===== src/rtl/marie_pkg.sv =====
// Shared MARIE definitions used by the control unit and the memory operations.
package marie_pkg;

    localparam int DATA_W = 16;
    localparam int ADDR_W = 12;
    localparam int OPND_W = 16;

    // Opcodes, kept here so the control unit, Load and Store decode the same values.
    localparam logic [3:0] OPC_LOAD  = 4'b0001;
    localparam logic [3:0] OPC_STORE = 4'b0010;

    typedef enum logic [2:0] {
        IDLE,
        LOAD_MAR,
        LOAD_MBR,
        WRITE,
        FINISH
    } store_state_t;

endpackage


===== src/rtl/mem_write_port.sv =====
// Single-word memory write handshake with a wait-state timeout.
// The write is held for as long as req is high. ack fires on the cycle the
// memory accepts the write. timeout fires on the last permitted wait cycle.
module mem_write_port
    import marie_pkg::*;
#(
    parameter int AW       = ADDR_W,
    parameter int DW       = DATA_W,
    parameter int MAX_WAIT = 15
) (
    input  logic          clk,
    input  logic          rst_n,
    input  logic          i_clr,
    input  logic          i_req,
    input  logic [AW-1:0] i_addr,
    input  logic [DW-1:0] i_data,
    input  logic          i_ready,
    output logic          o_we,
    output logic [AW-1:0] o_addr,
    output logic [DW-1:0] o_data,
    output logic          o_ack,
    output logic          o_timeout
);

    localparam int               CNT_W   = $clog2(MAX_WAIT + 1);
    localparam logic [CNT_W-1:0] LP_LAST = CNT_W'(MAX_WAIT - 1);
    localparam logic [CNT_W-1:0] LP_SAT  = CNT_W'(MAX_WAIT);

    logic [CNT_W-1:0] r_cnt;

    // Count unanswered write cycles, saturating so it can never wrap.
    always_ff @(posedge clk or negedge rst_n) begin
        if (!rst_n) begin
            r_cnt <= '0;
        end else if (i_clr) begin
            r_cnt <= '0;
        end else if (i_req && !i_ready && (r_cnt != LP_SAT)) begin
            r_cnt <= r_cnt + CNT_W'(1);
        end
    end

    assign o_we      = i_req;
    assign o_addr    = i_addr;
    assign o_data    = i_data;
    assign o_ack     = i_req & i_ready;
    assign o_timeout = i_req & ~i_ready & (r_cnt == LP_LAST);

endmodule


===== src/rtl/store_unit.sv =====
// Store X: MAR <- X, MBR <- AC, M[MAR] <- MBR.
//
//   state    | meaning
//   ---------+----------------------------------------------------------
//   IDLE     | waiting for start; out-of-range X goes straight to FINISH
//   LOAD_MAR | MAR <= captured X
//   LOAD_MBR | MBR <= AC, wait counter cleared
//   WRITE    | mem_we held until mem_ready or timeout
//   FINISH   | one-cycle done, err valid
//
// mem_we, busy and done are decoded from the state register only, so an
// asynchronous reset removes a pending write immediately.
module store_unit
    import marie_pkg::*;
#(
    parameter int MAX_WAIT = 15
) (
    input  logic              clk,
    input  logic              rst_n,
    input  logic              start,
    input  logic [OPND_W-1:0] X,
    input  logic [DATA_W-1:0] AC,
    output logic [ADDR_W-1:0] mem_addr,
    output logic [DATA_W-1:0] mem_wdata,
    output logic              mem_we,
    input  logic              mem_ready,
    output logic              busy,
    output logic              done,
    output logic              err,
    output logic [ADDR_W-1:0] MAR,
    output logic [DATA_W-1:0] MBR
);

    store_state_t      r_state;
    store_state_t      w_state_nxt;
    logic              r_err;
    logic              w_err_nxt;
    logic [ADDR_W-1:0] r_x;
    logic [ADDR_W-1:0] r_mar;
    logic [DATA_W-1:0] r_mbr;
    logic              w_x_oor;
    logic              w_clr;
    logic              w_req;
    logic              w_ack;
    logic              w_timeout;

    assign w_x_oor = (X[OPND_W-1:ADDR_W] != '0);
    assign w_clr   = (r_state == LOAD_MBR);
    assign w_req   = (r_state == WRITE);

    // State register; err is latched on the transition into FINISH.
    always_ff @(posedge clk or negedge rst_n) begin
        if (!rst_n) begin
            r_state <= IDLE;
            r_err   <= 1'b0;
        end else begin
            r_state <= w_state_nxt;
            r_err   <= w_err_nxt;
        end
    end

    // Next-state decode.
    always_comb begin
        w_state_nxt = r_state;
        w_err_nxt   = 1'b0;
        case (r_state)
            IDLE: begin
                if (start) begin
                    if (w_x_oor) begin
                        w_state_nxt = FINISH;
                        w_err_nxt   = 1'b1;
                    end else begin
                        w_state_nxt = LOAD_MAR;
                    end
                end
            end
            LOAD_MAR: w_state_nxt = LOAD_MBR;
            LOAD_MBR: w_state_nxt = WRITE;
            WRITE: begin
                if (w_ack) begin
                    w_state_nxt = FINISH;
                end else if (w_timeout) begin
                    w_state_nxt = FINISH;
                    w_err_nxt   = 1'b1;
                end
            end
            FINISH:  w_state_nxt = IDLE;
            default: w_state_nxt = IDLE;
        endcase
    end

    // Operand capture and the MAR/MBR register transfers.
    always_ff @(posedge clk or negedge rst_n) begin
        if (!rst_n) begin
            r_x   <= '0;
            r_mar <= '0;
            r_mbr <= '0;
        end else begin
            if ((r_state == IDLE) && start && !w_x_oor) begin
                r_x <= X[ADDR_W-1:0];
            end
            if (r_state == LOAD_MAR) begin
                r_mar <= r_x;
            end
            if (r_state == LOAD_MBR) begin
                r_mbr <= AC;
            end
        end
    end

    mem_write_port #(
        .AW       (ADDR_W),
        .DW       (DATA_W),
        .MAX_WAIT (MAX_WAIT)
    ) u_wport (
        .clk       (clk),
        .rst_n     (rst_n),
        .i_clr     (w_clr),
        .i_req     (w_req),
        .i_addr    (r_mar),
        .i_data    (r_mbr),
        .i_ready   (mem_ready),
        .o_we      (mem_we),
        .o_addr    (mem_addr),
        .o_data    (mem_wdata),
        .o_ack     (w_ack),
        .o_timeout (w_timeout)
    );

    assign busy = (r_state != IDLE);
    assign done = (r_state == FINISH);
    assign err  = (r_state == FINISH) & r_err;
    assign MAR  = r_mar;
    assign MBR  = r_mbr;

endmodule

===== config.mk =====
export PLATFORM = sky130hd
export DESIGN_NAME = store_unit
export DESIGN_NICKNAME = d
export VERILOG_FILES = /design/src/rtl/marie_pkg.sv /design/src/rtl/mem_write_port.sv /design/src/rtl/store_unit.sv
export SDC_FILE = /design/constraint.sdc
export NUM_CORES = 1
export LEC_CHECK = 0
export BUFFER_PORTS_ARGS = -buffer_cell sky130_fd_sc_hd__buf_2
export CAP_MARGIN = 40
export CORE_MARGIN = 4
export CORE_UTILIZATION = 47
export CTS_CLUSTER_DIAMETER = 30
export DETAILED_ROUTE_END_ITERATION = 6
export PLACE_DENSITY = 0.81
export SLEW_MARGIN = 20
export SYNTH_ARGS = -nofsm -noshare
export SYNTH_HDL_FRONTEND = slang
export SYNTH_SLANG_ARGS = --single-unit

===== constraint.sdc =====
create_clock -name clk -period 2.1 [get_ports clk]
set_clock_uncertainty 0.05 [all_clocks]
set_input_delay 0.21 -clock clk [delete_from_list [all_inputs] [get_ports clk]]
set_output_delay 0.21 -clock clk [all_outputs]
set_load 0.02 [all_outputs]

==> results_dict.tcl, run 1 <==
set metrics [dict create \
    layout_common_cells "buf_2, dfrtp_1, mux2_2, mux2_4, clkbuf_8" \
    rr_endpoint "r_x[11]" \
    crit_slowest_cell "dfrtp_1" \
    switchingPower_mw 1.81 \
    cp.arrival_ns 1.88 \
    timing.critical_path.required_ns 2.22 \
    synthCells 161 \
    layout_commonest_cell "buf_2" \
    cp_cell_sequence "nor3_4 -> nand3_2 -> mux2_4" \
    synth-compound-area-share 0.0328 \
    diodes 0 \
    hold_start "AC[15]" \
    yosys-top-cells-area "dfrtp_1, mux2_2, buf_4, mux2_4, buf_6" \
    die_w_um 77.2 \
    whs_ns 0.0982 \
    path_max_fanout 12 \
    num_vias 1432 \
    cts_tree "built" \
    fillCellCount 370 \
    internal-power_mw 2.61 \
    numPortBuffers 95 \
    postRouteAntennaNets 0 \
    setup_tns_ns 0 \
    area_growth_pct 19.2 \
    first_global_vias 1437 \
    setup_violations 0 \
    ys_ff_latch 48 \
    rsz0062_at_grt "no" \
    wire_per_inst_um 14.2 \
    die_area_um2 5970 \
    synth_top_area_frac 0.533 \
    core_area_um2 4500 \
    netlist_area_um2 2250 \
    die_height_um 77.2 \
    final_hold_viol_count 0 \
    hold_depth 2 \
    seq_power_share 0.376 \
    slew_violations 0 \
    synth_nets 199 \
    routed_wl_mm 4.08 \
    seq_area_frac_synth 0.533 \
    totalPowerFinal_mw 4.42 \
    swShare 0.409 \
    synth_warnings 0 \
    whs_endpoint "MBR[15]" \
    hold_class "primary input to register" \
    fin_area_um2 2690 \
    final_nets 273 \
    place_hpwl_mm 3.12 \
    status "finished, final reports clean" \
    synth_xor_xnor_area_share 0 \
    slowest_delay_ns 0.52 \
    grt_pass1_wl_mm 6.85 \
    ctsResizeCount 0 \
    layout_min_cycle_time_ns 1.76 \
    start_kind "register" \
    drv_cap 0 \
    rows 24 \
    clockPowerShare 0.128 \
    endpoint_kind "register" \
    drtIter0Drc 48 \
    drive_above_1_share 0.651 \
    leakage_nw 1.42 \
    p_comb_frac 0.496 \
    path_clk_slew_ns 0.08 \
    placed_area_um2 2580 \
    antenna_found_initial 0 \
    post-route-period-util 0.839 \
    startpoint "r_state[1]" \
    fin_ws_ns 0.338 \
    grtUsageTotal 0.142 \
    peakVddDrop_v 0.000635 \
    worst_pin_slew_ns 0.549 \
    r2r_start "r_state[1]" \
    r2r_cells 3 \
    synth_area_leader_cell "dfrtp_1" \
    synth_top_family_by_area "multiplexers" \
    synth-simple-area-share 0.0894 \
    muxShareOfSynthArea 0.217 \
    placed_cells 279 \
    clock_latency_ns 0.29 \
    route.detailed.drc 0 \
    cts_setup_buffers 0 \
    synth_adder_area_share 0.0111 \
    clock_sinks 48 \
    numCtsBuffers 5 \
    rrSetupSlack_ns 0.34 \
    overflow 0 \
    place_ws_ns 0.321 \
    start_util 0.500 \
    drt-vias-per-instance 4.99 \
    final_util 0.596 \
    stdcell_count 287 \
    grt_max_degree 27 \
    cts_buffer_depth 2 \
    clock.fmax_mhz 568 \
    crit_type "register to register" \
    drt_pass1_iterations 4 \
    cts-htree-levels 2 \
    ys_types 29 \
    p_per_area_nw_per_um2 1640 \
    cts-root-buf "clkbuf_8" \
    slew_headroom 0.634 \
    num_io_pins 96 \
    place_congestion 0.706 \
    syn_avg_cell_area_um2 14.0 \
]
[logic make-up (layout without fill, tap and decap cells)]
kind of cell               Yosys count  in the layout
buffers and inverters               35            109
and+or+nand+nor                     23             23
adders and majority gates            2              2
DFF                                 48             48
AOI/OAI and AO/OA                   13             13
muxes                               40             40
[worst max-delay path by stage]
stage	end	slack, ns	cells past startpoint
6_report	r_x[11]	0.34	3
5_1_grt	r_x[11]	0.22	3
4_1_cts	r_x[11]	0.31	3
3_5_place_dp	r_x[9]	0.32	3
3_3_place_gp	r_x[7]	0.39	3
2_1_floorplan	r_x[10]	0.62	4
[final cells by class]
| cell class | count | area (um^2) | area share |
|---|---|---|---|
| inverter | 2 | 7.51 | 0.00279 |
| tap | 52 | 65.1 | 0.0242 |
| timing repair buffer | 100 | 528 | 0.197 |
| sequential | 48 | 1200 | 0.447 |
| multi-input combinational | 78 | 788 | 0.293 |
| clock buffer | 7 | 96.3 | 0.0359 |
[critical path, delay by kind of cell, from the launching register on]
| kind | cells | cell delay [ns] |
|---|---|---|
| multiplexers | 1 | 0.42 |
| AND/OR/NAND/NOR | 2 | 0.65 |
| flip-flops | 1 | 0.52 |
[synthesized netlist by cell type (all sizes together)]
cell,n
dfrtp,48
mux2,40
buf,33
a21oi,6
nand3,3
o21ai,3
o31ai,3
or3,3
and3,2
ha,2
inv,2
nand2,2
nor2,2
nor3,2
nor3b,2
a31oi,1
and2,1
and4b,1
and4bb,1
nand2b,1
nand3b,1
nand4bb,1
nor4,1
[sequential cells by signal (all words and copies together), names as in the netlist]
signal,flops
r_err,1
MAR,12
MBR,16
r_x,12
r_state,3
u_wport.r_cnt,4
[timing repair]
item / 4_1_cts / 5_1_grt
hold buffers: 1 / 0
setup endpoints to repair: 0 / 0
endpoints found under the hold margin: 22 / 0
[power by group through the flow]
| stage | clock network, mW | logic, mW | registers (mW) |
|---|---|---|---|
| finish | 0.566 | 2.19 | 1.66 |
| global route | 0.632 | 2.34 | 1.74 |
| CTS | 0.590 | 2.23 | 1.67 |
| detailed placement | 0 | 2.22 | 1.68 |
| global placement | 0 | 2.18 | 1.67 |
| floorplan | 0 | 1.58 | 1.95 |
[metal layers]
layer | wire length, um | global-route usage | up-vias
met4 | 0 | 0.0267 | 0
li1 | - | - | 682
met1 | 1740 | 0.182 | 702
met3 | 248 | 0.0398 | 0
met5 | 0 | 0 | -
met2 | 2090 | 0.240 | 48
(Power assumes the default switching activity.)
==> inputs of run 2 (changes only) <==
--- a/config.mk
+++ b/config.mk
@@ -8,10 +8,10 @@
 export BUFFER_PORTS_ARGS = -buffer_cell sky130_fd_sc_hd__buf_2
 export CAP_MARGIN = 40
 export CORE_MARGIN = 4
-export CORE_UTILIZATION = 47
+export CORE_UTILIZATION = 43
 export CTS_CLUSTER_DIAMETER = 30
 export DETAILED_ROUTE_END_ITERATION = 6
-export PLACE_DENSITY = 0.81
+export PLACE_DENSITY = 0.78
 export SLEW_MARGIN = 20
 export SYNTH_ARGS = -nofsm -noshare
 export SYNTH_HDL_FRONTEND = slang
==> constraint.sdc (replaced) <==
create_clock -name clk -period 1.5 [get_ports clk]
set_clock_uncertainty 0.05 [all_clocks]
set_input_delay 0.15 -clock clk [delete_from_list [all_inputs] [get_ports clk]]
set_output_delay 0.15 -clock clk [all_outputs]
set_load 0.02 [all_outputs]
==> results_dict.tcl, run 2 (same netlist as run 1, synthesis figures left out) <==
set metrics [dict create \
    cts-root-buf "clkbuf_8" \
    crit_slowest_cell "dfrtp_2" \
    layout_common_cells "buf_2, dfrtp_1, mux2_2, mux2_4" \
    final_nets 279 \
    p_per_area_nw_per_um2 2260 \
    grtUsageTotal 0.134 \
    path_delay_family "flip-flops" \
    met1_length_mm 1.70 \
    clock.fmax_mhz 668 \
    rsz0062_at_grt "yes" \
    wl_met2_mm 2.09 \
    p_comb_frac 0.529 \
    leakage_nw 1.45 \
    place_hpwl_mm 3.09 \
    post-route-period-util 0.998 \
    route.detailed.drc 0 \
    wl_met3_um 391 \
    top_register "MBR" \
    peakVddDrop_v 0.000983 \
    cp_num_buf_inv 2 \
    cts_buffer_depth 2 \
    grt_pass1_wl_mm 6.76 \
    wire_per_inst_um 13.6 \
    crit_top_cell "buf_6" \
    cts-htree-levels 2 \
    grt_max_degree 49 \
    crit_type "register to output port" \
    first_global_vias 1497 \
    place_congestion 0.729 \
    slowest_delay_ns 0.45 \
    layout_min_cycle_time_ns 1.50 \
    drtIter0Drc 28 \
    numPortBuffers 95 \
    start_kind "register" \
    swShare 0.410 \
    diodes 0 \
    num_vias 1500 \
    drt-vias-per-instance 4.82 \
    drt_pass1_iterations 4 \
    drive_above_1_share 0.693 \
    core_area_um2 5110 \
    path_clk_slew_ns 0.09 \
    die_w_um 80.4 \
    numCtsBuffers 5 \
    die_area_um2 6460 \
    drv_cap 0 \
    overflow 0 \
    cp.arrival_ns 1.30 \
    path_max_fanout 5 \
    slew_headroom 0.755 \
    rrSetupSlack_ns 0.01 \
    num_io_pins 96 \
    internal-power_mw 3.78 \
    area_growth_pct 25.6 \
    start_util 0.441 \
    final_util 0.554 \
    totalPowerFinal_mw 6.40 \
    postRouteAntennaNets 0 \
    clock_latency_ns 0.29 \
    largest_reg_flops 16 \
    endpoint_kind "output port" \
    timing.critical_path.required_ns 1.30 \
    rows 26 \
    switchingPower_mw 2.62 \
    reg.largest.list "MBR: 16 flops, MAR: 12 flops, r_x: 12 flops" \
    setup_violations 0 \
    worst_pin_slew_ns 0.365 \
    final_hold_viol_count 0 \
    seq_power_share 0.359 \
    cp_cell_sequence "buf_6 -> nor2_4 -> and3_4 -> buf_6" \
    clock_sinks 48 \
    status "finished, final reports clean" \
    antenna_found_initial 0 \
    top_layer "met4" \
    cts_tree "built" \
    hold_class "primary input to register" \
    clockPowerShare 0.112 \
    die_height_um 80.4 \
    slew_violations 0 \
    layout_commonest_cell "buf_2" \
    routed_wl_mm 4.22 \
]
## run 2: what timing repair did
action,in CTS,in global routing
setup endpoints to repair,20,22
endpoints found under the hold margin,48,0
pin swaps,0,3
resized for setup,10,9
gates cloned,0,0
hold buffers,1,0
setup buffers,1,0
## run 2: power by group through the flow
stage | sequential (mW) | clock [mW] | combinational, mW
finish | 2.30 | 0.716 | 3.39
global route | 2.39 | 0.814 | 3.63
CTS | 2.30 | 0.765 | 3.38
detailed placement | 2.32 | 0 | 3.29
global placement | 2.28 | 0 | 3.23
floorplan | 2.73 | 0 | 2.21
## run 2: per-stage QoR
stage | worst slack (ns) | hold WS, ns | std cells | setup TNS, ns | area, um^2
after floorplan | 0.0171 | -0.196 | 161 | 0 | 2250
after global placement | 0.0599 | 0.104 | 302 | 0 | 2680
after detailed placement | 0.0218 | 0.106 | 302 | 0 | 2680
after CTS | -0.00104 | 0.0140 | 311 | -0.00104 | 2800
after global routing | -0.0467 | 0.0168 | 311 | -0.304 | 2830
final | 0.00231 | 0.0278 | 311 | 0 | 2830
## run 2: final timing paths
check                      cells past startpoint    endpoint       start
setup / recovery                               4         err  r_state[1]
max in group asynchronous                      3  r_state[0]       rst_n
hold / removal                                 2     MBR[14]      AC[14]
setup reg to reg                               4      MAR[9]  r_state[1]
min in group asynchronous                      3      MAR[6]       rst_n
hold reg to reg                                1     r_x[10]     r_x[10]
## run 2: final cells by class
cell class | count | area (um^2)
repair buffers | 106 | 643
well taps | 70 | 87.6
clock inverters | 2 | 12.5
flip-flops and latches | 48 | 1200
inverters | 2 | 7.51
clock buffers | 5 | 68.8
fillers | 445 | 2280
multi-input cells | 78 | 806
## run 2: worst register-to-register path, delay by kind of cell (launching register included)
kind,cells,cell delay [ns]
and+or+nand+nor,1,0.22
DFF,1,0.45
buffers and inverters,2,0.32
muxes,1,0.33
## run 2: metal layers
metal  track usage  vias up
met1         0.165      724
met3        0.0448        6
met5             0        -
met4        0.0304        0
li1              -      697
met2         0.226       73
==> inputs of run 3 (changes only) <==
==> constraint.sdc (replaced) <==
create_clock -name clk -period 1.28 [get_ports clk]
set_clock_uncertainty 0.05 [all_clocks]
set_input_delay 0.128 -clock clk [delete_from_list [all_inputs] [get_ports clk]]
set_output_delay 0.128 -clock clk [all_outputs]
set_load 0.02 [all_outputs]
==> results_dict.tcl, run 3 (same netlist as run 1, synthesis figures left out) <==
set metrics [dict create \
    status "finished, violations left" \
    failed_checks "setup timing" \
    placed_area_um2 2800 \
    fillCellCount 381 \
    layout_common_cells "buf_2, dfrtp_1, mux2_4, buf_6, buf_4" \
    first_global_vias 1627 \
    routed_wl_mm 5.09 \
    slowest_delay_ns 0.45 \
    wire_per_inst_um 15.0 \
    peakVddDrop_v 0.00150 \
    p_comb_frac 0.590 \
    seq_power_share 0.309 \
    reg.largest.list "MBR: 16 flops, MAR: 12 flops, r_x: 12 flops" \
    slew_headroom 0.727 \
    cts_buffer_depth 2 \
    layout_min_cycle_time_ns 1.54 \
    path_delay_family "flip-flops" \
    drt-vias-per-instance 4.71 \
    grt_pass1_wl_mm 7.71 \
    cp.arrival_ns 1.67 \
    place_congestion 0.834 \
    cts-htree-levels 2 \
    use_met2 0.266 \
    path_clk_slew_ns 0.09 \
    grtUsageMet3 0.0381 \
    cp_cell_sequence "buf_6 -> nor3b_4 -> buf_6 -> clkbuf_16 -> mux2_4" \
    start_util 0.441 \
    num_vias 1600 \
    fin_area_um2 3290 \
    crit_top_cell "buf_6" \
    cts-root-buf "clkbuf_8" \
    clock_latency_ns 0.29 \
    start_kind "register" \
    internal-power_mw 5.26 \
    crit_slowest_cell "dfrtp_2" \
    place_hpwl_mm 3.35 \
    antenna_found_initial 0 \
    path_max_fanout 8 \
    grt_max_degree 34 \
    leakage_nw 1.72 \
    top_register "MBR" \
    rows 26 \
    cp_num_buf_inv 3 \
    rsz0062_at_grt "yes" \
    overflow 0 \
    largest_reg_flops 16 \
    drt_pass1_iterations 4 \
    die_height_um 80.4 \
    layout_commonest_cell "buf_2" \
    hold_class "primary input to register" \
    clockPowerShare 0.101 \
    core_area_um2 5110 \
    fin_ws_ns -0.262 \
    busiest_layer "met2" \
    die_w_um 80.4 \
    endpoint_kind "register" \
    grtUsageTotal 0.152 \
    clock_sinks 48 \
    final_nets 307 \
    drive_above_1_share 0.730 \
    drv_cap 0 \
    num_io_pins 96 \
    cts_tree "built" \
    numCtsBuffers 5 \
    final_hold_viol_count 0 \
    switchingPower_mw 3.47 \
    setup_violations 48 \
    timing.critical_path.required_ns 1.41 \
    diodes 0 \
    final_util 0.645 \
    clock.fmax_mhz 648 \
    area_growth_pct 46.1 \
    p_per_area_nw_per_um2 2650 \
    swShare 0.398 \
    drtIter0Drc 29 \
    post-route-period-util 1.20 \
    slew_violations 0 \
    postRouteAntennaNets 0 \
    worst_pin_slew_ns 0.409 \
    route.detailed.drc 0 \
    numPortBuffers 95 \
    crit_type "register to register" \
    die_area_um2 6460 \
    use_met1 0.188 \
]
## run 3: layout make-up
cell class | count | area (um^2) | area share
sequential | 48 | 1200 | 0.366
multi-input combinational | 78 | 965 | 0.293
timing repair buffer | 134 | 940 | 0.285
tap | 70 | 87.6 | 0.0266
clock buffer | 5 | 68.8 | 0.0209
clock inverter | 3 | 18.8 | 0.00570
inverter | 2 | 7.51 | 0.00228
## run 3: final timing paths
path                            slack [ns]        from  cells past startpoint               end
worst max-delay path                 -0.26  r_state[0]                      5           MBR[10]
worst min-delay path                  0.01        X[1]                      2            r_x[1]
worst max register to register       -0.26  r_state[0]                      5           MBR[10]
worst min register to register        0.46      r_x[0]                      1            r_x[0]
max in group asynchronous             0.44       rst_n                      3           MAR[10]
min in group asynchronous             0.24       rst_n                      2  u_wport.r_cnt[3]
## run 3: power groups by stage
| stage | Sequential [mW] | Clock, mW | Combinational [mW] |
|---|---|---|---|
| 5_1_grt | 2.81 | 0.996 | 5.44 |
| 3_3_place_gp | 2.71 | 0 | 4.15 |
| 4_1_cts | 2.68 | 0.916 | 4.66 |
| 2_1_floorplan | 3.22 | 0 | 2.87 |
| 6_report | 2.70 | 0.881 | 5.15 |
| 3_5_place_dp | 2.73 | 0 | 4.22 |
## run 3: per-stage QoR
stage / power, mW / setup slack, ns / cells / hold slack (ns) / setup TNS (ns)
after detailed placement: 6.96 / -0.240 / 309 / 0.0286 / -7.68
final: 8.73 / -0.262 / 340 / 0.0121 / -10.24
after global routing: 9.25 / -0.303 / 340 / 0.000541 / -12.38
after floorplan: 6.09 / -0.156 / 161 / -0.218 / -5.09
after global placement: 6.86 / -0.199 / 309 / 0.0184 / -6.39
after CTS: 8.26 / -0.221 / 327 / 0.000271 / -9.03
## run 3: layer usage
layer | share of wire | vias to the layer above
met5 | 0 | -
met4 | 0.0082 | 0
met3 | 0.062 | 4
met2 | 0.52 | 58
met1 | 0.41 | 790
li1 | - | 748
## run 3: timing repair
| item | CTS | global route |
|---|---|---|
| gates resized for setup | 28 | 19 |
| pin swaps | 1 | 7 |
| buffers inserted | 5 | 5 |
| hold buffers | 5 | 6 |
| endpoints found under the setup margin | 48 | 51 |
| cloned | 0 | 2 |
| hold endpoints to repair | 19 | 6 |
